<file path="config.mk">
export PLATFORM = sky130hd
export DESIGN_NAME = io_out_fifo
export DESIGN_NICKNAME = d
export VERILOG_FILES = /design/src/rtl/io_pkg.sv /design/src/rtl/io_fifo_mem.sv /design/src/rtl/io_out_fifo.sv
export SDC_FILE = /design/constraint.sdc
export NUM_CORES = 1
export LEC_CHECK = 0
export CORE_MARGIN = 3
export CORE_UTILIZATION = 55
export DETAILED_ROUTE_END_ITERATION = 8
export PLACE_DENSITY = 0.83
export SYNTH_ARGS = -nofsm -noshare
export SYNTH_HDL_FRONTEND = slang
export SYNTH_SLANG_ARGS = --single-unit
</file>
<file path="constraint.sdc">
create_clock -name clk -period 2.6 [get_ports clk]
set_input_delay 0.39 -clock clk [delete_from_list [all_inputs] [get_ports clk]]
set_output_delay 0.39 -clock clk [all_outputs]
set_load 0.01 [all_outputs]
</file>
<file path="src/rtl/io_pkg.sv">
// Shared definitions for the processor output-port FIFO.
// Optional feature macro: IO_OUT_TIMESTAMP_EN adds a 16-bit capture timestamp
// to every FIFO entry.
package io_pkg;

    localparam int IO_WIDTH    = 16;
    localparam int IO_TS_WIDTH = 16;

`ifdef IO_OUT_TIMESTAMP_EN
    // Entry layout at the default data width: timestamp above data.
    typedef struct packed {
        logic [IO_TS_WIDTH-1:0] ts;
        logic [IO_WIDTH-1:0]    data;
    } io_entry_t;
`else
    // Entry layout at the default data width: data only.
    typedef struct packed {
        logic [IO_WIDTH-1:0] data;
    } io_entry_t;
`endif

    // Stored entry width for a given data width (data plus optional stamp).
    function automatic int entry_width(input int data_width);
`ifdef IO_OUT_TIMESTAMP_EN
        return data_width + IO_TS_WIDTH;
`else
        return data_width;
`endif
    endfunction

endpackage

</file>
<file path="src/rtl/io_fifo_mem.sv">
// Register-array storage for io_out_fifo: one write port, one asynchronous
// read port. Contents are not reset; the control logic never presents an
// entry that has not been written.
module io_fifo_mem #(
    parameter int EW    = 16,
    parameter int DEPTH = 4,
    parameter int AW    = $clog2(DEPTH)
) (
    input  logic          clk,
    input  logic          we,
    input  logic [AW-1:0] waddr,
    input  logic [EW-1:0] wdata,
    input  logic [AW-1:0] raddr,
    output logic [EW-1:0] rdata
);

    logic [EW-1:0] mem_r [DEPTH];

    // Write the addressed entry when enabled.
    always_ff @(posedge clk) begin
        if (we) begin
            mem_r[waddr] <= wdata;
        end
    end

    assign rdata = mem_r[raddr];

endmodule

</file>
<file path="src/rtl/io_out_fifo.sv">
// Captures changes on the processor ioOut bus into a small FIFO for the host.
// A new word is queued whenever io_out differs from the previous sample; the
// detect stage is registered, so a word sampled at one edge is written at the
// next. Optional feature macro: IO_OUT_TIMESTAMP_EN (host_ts output carrying
// the free-running cycle count at which each word was sampled).
module io_out_fifo
    import io_pkg::*;
#(
    parameter int WIDTH = 16,
    parameter int DEPTH = 4
) (
    input  logic                       clk,
    input  logic                       reset,
    input  logic [WIDTH-1:0]           io_out,
    output logic [WIDTH-1:0]           host_data,
    output logic                       host_valid,
    input  logic                       host_ready,
    output logic [$clog2(DEPTH):0]     count,
    output logic                       overflow,
    input  logic                       clr_ovf
`ifdef IO_OUT_TIMESTAMP_EN
    ,
    output logic [IO_TS_WIDTH-1:0]     host_ts
`endif
);

    localparam int AW = $clog2(DEPTH);
    localparam int PW = AW + 1;
    localparam int EW = entry_width(WIDTH);

    // Detect stage and FIFO control state.
    logic [WIDTH-1:0] last_q_r;
    logic             pend_r;
    logic [WIDTH-1:0] pend_data_r;
    logic [PW-1:0]    wr_ptr_r;
    logic [PW-1:0]    rd_ptr_r;
    logic [PW-1:0]    count_r;
    logic             valid_r;
    logic             ovf_r;

    // Next-state and datapath signals.
    logic             full_s;
    logic             pop_s;
    logic             wr_en_s;
    logic             drop_s;
    logic             ovf_nxt_s;
    logic [PW-1:0]    wr_ptr_nxt_s;
    logic [PW-1:0]    rd_ptr_nxt_s;
    logic [EW-1:0]    wr_entry_s;
    logic [EW-1:0]    rd_entry_s;

`ifdef IO_OUT_TIMESTAMP_EN
    logic [IO_TS_WIDTH-1:0] ts_cnt_r;
    logic [IO_TS_WIDTH-1:0] pend_ts_r;

    // Free-running cycle counter; wraps naturally at 65535.
    always_ff @(posedge clk) begin
        if (!reset) begin
            ts_cnt_r <= {IO_TS_WIDTH{1'b0}};
        end else begin
            ts_cnt_r <= ts_cnt_r + IO_TS_WIDTH'(1);
        end
    end

    // Hold the stamp of the sampling cycle alongside the pending word.
    always_ff @(posedge clk) begin
        if (!reset) begin
            pend_ts_r <= {IO_TS_WIDTH{1'b0}};
        end else begin
            pend_ts_r <= ts_cnt_r;
        end
    end

    assign wr_entry_s = {pend_ts_r, pend_data_r};
    assign host_ts    = rd_entry_s[EW-1:WIDTH];
`else
    assign wr_entry_s = pend_data_r;
`endif

    // Full when the pointers address the same slot but differ in the wrap bit.
    assign full_s = (wr_ptr_r[AW] != rd_ptr_r[AW]) &&
                    (wr_ptr_r[AW-1:0] == rd_ptr_r[AW-1:0]);

    // Decide push/pop/drop for this cycle and the resulting next state.
    always_comb begin
        pop_s        = valid_r && host_ready;
        wr_en_s      = 1'b0;
        drop_s       = 1'b0;
        wr_ptr_nxt_s = wr_ptr_r;
        rd_ptr_nxt_s = rd_ptr_r;
        ovf_nxt_s    = ovf_r;

        if (pend_r) begin
            if (!full_s || pop_s) begin
                wr_en_s = 1'b1;
            end else begin
                drop_s = 1'b1;
            end
        end else begin
            wr_en_s = 1'b0;
        end

        if (wr_en_s) begin
            wr_ptr_nxt_s = wr_ptr_r + PW'(1);
        end else begin
            wr_ptr_nxt_s = wr_ptr_r;
        end

        if (pop_s) begin
            rd_ptr_nxt_s = rd_ptr_r + PW'(1);
        end else begin
            rd_ptr_nxt_s = rd_ptr_r;
        end

        // A drop in the same cycle as a clear leaves the flag set.
        if (drop_s) begin
            ovf_nxt_s = 1'b1;
        end else if (clr_ovf) begin
            ovf_nxt_s = 1'b0;
        end else begin
            ovf_nxt_s = ovf_r;
        end
    end

    // Sample io_out every cycle and register the change-detect result.
    always_ff @(posedge clk) begin
        if (!reset) begin
            last_q_r    <= {WIDTH{1'b0}};
            pend_r      <= 1'b0;
            pend_data_r <= {WIDTH{1'b0}};
        end else begin
            last_q_r    <= io_out;
            pend_r      <= (io_out != last_q_r);
            pend_data_r <= io_out;
        end
    end

    // Pointer, occupancy, valid and overflow registers.
    always_ff @(posedge clk) begin
        if (!reset) begin
            wr_ptr_r <= {PW{1'b0}};
            rd_ptr_r <= {PW{1'b0}};
            count_r  <= {PW{1'b0}};
            valid_r  <= 1'b0;
            ovf_r    <= 1'b0;
        end else begin
            wr_ptr_r <= wr_ptr_nxt_s;
            rd_ptr_r <= rd_ptr_nxt_s;
            count_r  <= wr_ptr_nxt_s - rd_ptr_nxt_s;
            valid_r  <= (wr_ptr_nxt_s != rd_ptr_nxt_s);
            ovf_r    <= ovf_nxt_s;
        end
    end

    io_fifo_mem #(
        .EW    (EW),
        .DEPTH (DEPTH),
        .AW    (AW)
    ) u_mem (
        .clk   (clk),
        .we    (wr_en_s),
        .waddr (wr_ptr_r[AW-1:0]),
        .wdata (wr_entry_s),
        .raddr (rd_ptr_r[AW-1:0]),
        .rdata (rd_entry_s)
    );

    assign host_data  = rd_entry_s[WIDTH-1:0];
    assign host_valid = valid_r;
    assign count      = count_r;
    assign overflow   = ovf_r;

endmodule

</file>
# ---- After elaboration in Yosys (flattened, before gate mapping)
# Memory sizes are Yosys's and may differ from the RTL's. A register that Yosys moved wholly into a read port is not among the register bits.
# Cells that the tools add are included.
dict set report word_totals {
  reg_bits 28
  ramBits 64
  in_bits 20
  output_inout_bits 21
  elab_cells 31
  n_memories 1
}
# name words word_bits rd rd_ports_with_merged_regs wr line
set memory_table {}
lappend memory_table {u_mem.mem_r 4 16 1 1 1 io_fifo_mem.sv:17} ;# logic [EW-1:0] mem_r [DEPTH];
dict set report op_classes {
  n_addsub 3
  eq_ne 4
  n_mux 11
  n_reduce_logical 5
}
# cell count
set op_table {}
lappend op_table {{16-bit inequality test} 1}
lappend op_table {{1-bit two-way mux} 8}
lappend op_table {{3-bit by 1-bit adder with 3-bit output, second input constant} 2}
lappend op_table {{3-bit two-way mux} 2}
lappend op_table {{3-bit inequality test} 1}
lappend op_table {{3-bit subtractor} 1}
lappend op_table {{2-bit == test} 1}
lappend op_table {{1-bit logical AND} 2}
lappend op_table {{2-bit two-way mux} 1}
lappend op_table {{2-bit nonzero test} 1}
lappend op_table {{1-bit zero test} 1}
lappend op_table {{1-bit logical OR} 1}
lappend op_table {{1-bit inequality test} 1}

# ---- Longest topological paths before layout
dict set report logic_depth {
  depth_word 8
  depth_mapped 8
  ltp_nobuf 7
}

# ---- Modules after synthesis
# A second synthesis with hierarchy kept.
dict set report unflattened {
  cells_unflattened 204
  area_unflattened_um2 3558.4
}
# module n_inst cells_per_inst area_per_inst_um2 seq_area_each_um2
set by_module_without_submodules {}
lappend by_module_without_submodules {io_fifo_mem 1 88 2377.3 1921.8}
lappend by_module_without_submodules {io_out_fifo 1 116 1181.1 560.5}

# ---- Worst setup path after synthesis
# Ideal clock, no wire load.
dict set report synth_path {
  path_kind {input to register}
  start {input host_ready}
  end {register count_r[2], in the netlist count[2]}
  setup_ns 0.128
  arrival_ns 2.168
  t_required_ns 2.472
  path_slack_ns 0.305
  stages 8
  n_path_buf 1
  cell_sequence {and2_1 > clkbuf_2 > o41ai_2 > xnor2_1 > ha_1 > fa_1 > xnor3_1 > nor2_1}
}
dict set report synth_via {
  elab_chain_len 6
  word_cells_on_any_way 7
  cone_classes {add/sub (1); mux (4); reduce/logical (2)}
}
# element line
set synth_lines {}
lappend synth_lines {{start, declared} io_out_fifo.sv:17} ;# input logic host_ready,
lappend synth_lines {{1-bit logical AND (*)} io_out_fifo.sv:86} ;# pop_s = valid_r && host_ready;
lappend synth_lines {{1-bit logical OR} io_out_fifo.sv:94} ;# if (!full_s || pop_s) begin
lappend synth_lines {{1-bit two-way mux} io_out_fifo.sv:94}
lappend synth_lines {{1-bit two-way mux} io_out_fifo.sv:93} ;# if (pend_r) begin
lappend synth_lines {{3-bit two-way mux} io_out_fifo.sv:103} ;# if (wr_en_s) begin
lappend synth_lines {{3-bit subtractor (*)} io_out_fifo.sv:149} ;# count_r <= wr_ptr_nxt_s - rd_ptr_nxt_s;
lappend synth_lines {{end signal, assigned} io_out_fifo.sv:143} ;# count_r <= {PW{1'b0}};
lappend synth_lines {{end signal, assigned} io_out_fifo.sv:149}
lappend synth_lines {{end, declared} io_out_fifo.sv:37} ;# logic [PW-1:0] count_r;
# Every way passes the cells marked *; elsewhere a longest branch is shown, timed or not.
# A chain may end at the register's enable or synchronous reset.

==> flow_summary.ini <==
[yosys]
yosysSeqAreaShare = 0.691
synth_area_per_cell_um2 = 18.0
syn-num-nets = 228
synth_warnings = 0
postSynthCellCount = 200
syn_area_um2 = 3590
yosys_register_bits = 92
yosysUniqueCellTypes = 28

[cts]
cts_setup_buffers = 0
clock_latency_ps = 350
cts_buffer_depth = 2
cts_hold_buf = 0
cts_root_buf = clkbuf_8
cts_max_level = 3
post_cts_resized = 0
cts_buffers = 9
tritoncts = done
clock_sinks = 92
path_clk_slew_ps = 90

[floorplanning]
core_um2 = 6130
die_w_um = 86.8
io_pins = 41
num_rows = 28
die_y_um = 86.8
dieArea_um2 = 7540
start_util = 0.586

[critical_path]
cpPeakStageDelay_ps = 590
reg2reg_slack_ps = 290
cp-start-kind = flip-flop
cp-end-kind = output port
path_max_fanout = 9
arrival_ps = 2080
cp.required_ps = 2210
slowest_stage = mux4_1
crit_type = flip-flop to output port
path_cells = buf_4, mux4_1, clkdlybuf4s50_1

[drt]
wire_per_inst_um = 18.2
drtIter0Drc = 66
drtAntennaViolNets = 0
first_pass_iters = 4
drt-total-wl_um = 6110
vias = 1767
routed_via_density = 5.27
drcViolationCount = 0

[power]
powerDensity_nw_per_um2 = 749
swShare = 0.227
p_sw_uw = 742
p_int_uw = 2520
combPwrFrac = 0.158
ir_worst_vdd_mv = 0.493
pwr-share-clk = 0.320
cellLeakagePower_uw = 0.00160
seq_power_share = 0.522

[placed_design]
dpl.hpwl_um = 4230
dp_slack_ps = -132
portBuffers = 40
placed_cell_area_um2 = 4130
place.gp.congestion = 0.768

[finish]
antennaDiodeCount = 0
area_growth_pct = 21.2
finalInstanceArea_um2 = 4360
nNetsFinal = 283
drive_gt1_frac = 0.154
final_util = 0.710

[grt]
grt_pass1_wl_um = 9650
grtUsageTotal = 0.180
antenna_found_initial = 0
grt_start_max_net_pins = 19
grt_pass1_vias = 1832
gr-total-overflow = 0

[timing]
fmax_ghz = 0.404
hold_viol = 0
setup_viol = 0
relSlewSlack = 0.710
worst_slack_ps = 126
clock_skew_ps = 10.4
rsz0062_at_grt = false
fin_crit_ps = 2470
worst_pin_slew_ps = 430
fin_crit_sh = 0.952
drv_slew = 0

[outcome]
status = completed

[min_path]
hold_path.class = flip-flop to flip-flop

[run]
drv_cap = 0
worst max-delay path, delay by kind of cell, from the launching register on:
family,cells,cell delay (ps)
buf+inv,2,740
mux,1,590
flops,1,410
sequential cells by signal (all words and copies together), names as in the netlist:
signal       cells
count            3
u_mem.mem_r     64
rd_ptr_r         3
overflow         1
pend_r           1
host_valid       1
pend_data_r     16
wr_ptr_r         3
synth_stat cells:
cell,count,share of area
clkbuf_1,3,0.0031
a31oi_1,1,0.0017
inv_1,5,0.0052
o41ai_2,1,0.0045
fa_1,1,0.0056
buf_4,1,0.0021
buf_2,1,0.0014
a41oi_1,1,0.0024
xnor3_1,1,0.0063
a21oi_1,1,0.0014
xnor2_1,5,0.012
xor2_1,18,0.044
mux4_2,10,0.063
o41a_4,1,0.0059
mux4_1,6,0.044
clkbuf_2,1,0.0014
edfxtp_1,64,0.53
ha_1,7,0.024
xor3_1,1,0.0066
mux2i_1,2,0.0056
and3_1,1,0.0017
xor2_2,1,0.0045
nor4_1,5,0.0087
nor2_1,9,0.0094
buf_6,1,0.0031
dfxtp_1,28,0.16
and2_1,22,0.038
nor2b_1,2,0.0035
power groups by stage:
stage | registers, µW | clock network, µW | logic, µW
2_1_floorplan | 1730 | 0 | 278
3_3_place_gp | 1730 | 0 | 513
3_5_place_dp | 1740 | 0 | 524
4_1_cts | 1700 | 1060 | 527
5_1_grt | 1710 | 1120 | 557
6_report | 1700 | 1040 | 516
final timing paths:
check                                     from                end  depth (start not counted)
worst max register to register     rd_ptr_r[0]           count[2]                          7
worst min-delay path            pend_data_r[9]  u_mem.mem_r[3][9]                          0
worst min register to register  pend_data_r[9]  u_mem.mem_r[3][9]                          0
worst max-delay path               rd_ptr_r[0]       host_data[1]                          3
metrics by stage:
stage               power [µW]  instances  setup TNS [ps]  hold WS, ps
global route              3390        335               0          545
global placement          2240        319           -56.1          497
detailed placement        2260        319            -132          513
CTS                       3290        335               0          527
floorplan                 2010        200               0          480
finish                    3260        335               0          523
cells in the final DEF, fill, tap and decap left out, types with 2 or more instances in the layout:
| master | count |
|---|---|
| nor2_1 | 9 |
| clkinv_2 | 2 |
| clkbuf_8 | 10 |
| bufinv_16 | 2 |
| mux4_1 | 6 |
| edfxtp_1 | 64 |
| nor4_1 | 5 |
| mux2i_1 | 2 |
| buf_4 | 11 |
| mux4_2 | 10 |
| nor2b_1 | 2 |
| xor2_1 | 18 |
| xnor2_1 | 5 |
| and2_1 | 22 |
| clkdlybuf4s50_1 | 40 |
| dfxtp_1 | 28 |
| ha_1 | 7 |
| inv_1 | 5 |
final cells by class:
type | count | area, µm²
flip-flops and latches | 92 | 2480
fillers | 372 | 1780
multi-input cells | 96 | 1050
repair buffers | 51 | 483
clock buffers | 10 | 138
well taps | 75 | 93.8
clock inverters | 6 | 86.3
inverters | 5 | 18.8
layer usage:
layer,global-route usage,vias up,wire length [µm]
li1,-,862,-
met1,0.227,861,2560
met2,0.300,37,3220
met3,0.0390,7,240
met4,0.0765,0,87
met5,0,-,0
logic make-up (layout without fill, tap and decap cells):
| logic type | count (synthesis) | count (layout) | synth area share |
|---|---|---|---|
| AOI/OAI and AO/OA | 5 | 5 | 0.0160 |
| xor gates and xnor gates | 26 | 26 | 0.0734 |
| adders and majority gates | 8 | 8 | 0.0299 |
| buffers and inverters | 12 | 72 | 0.0164 |
| DFF | 92 | 92 | 0.691 |
| muxes | 18 | 18 | 0.112 |
| and+or+nand+nor | 39 | 39 | 0.0616 |
Note: power is estimated with default switching activity, not from simulation.
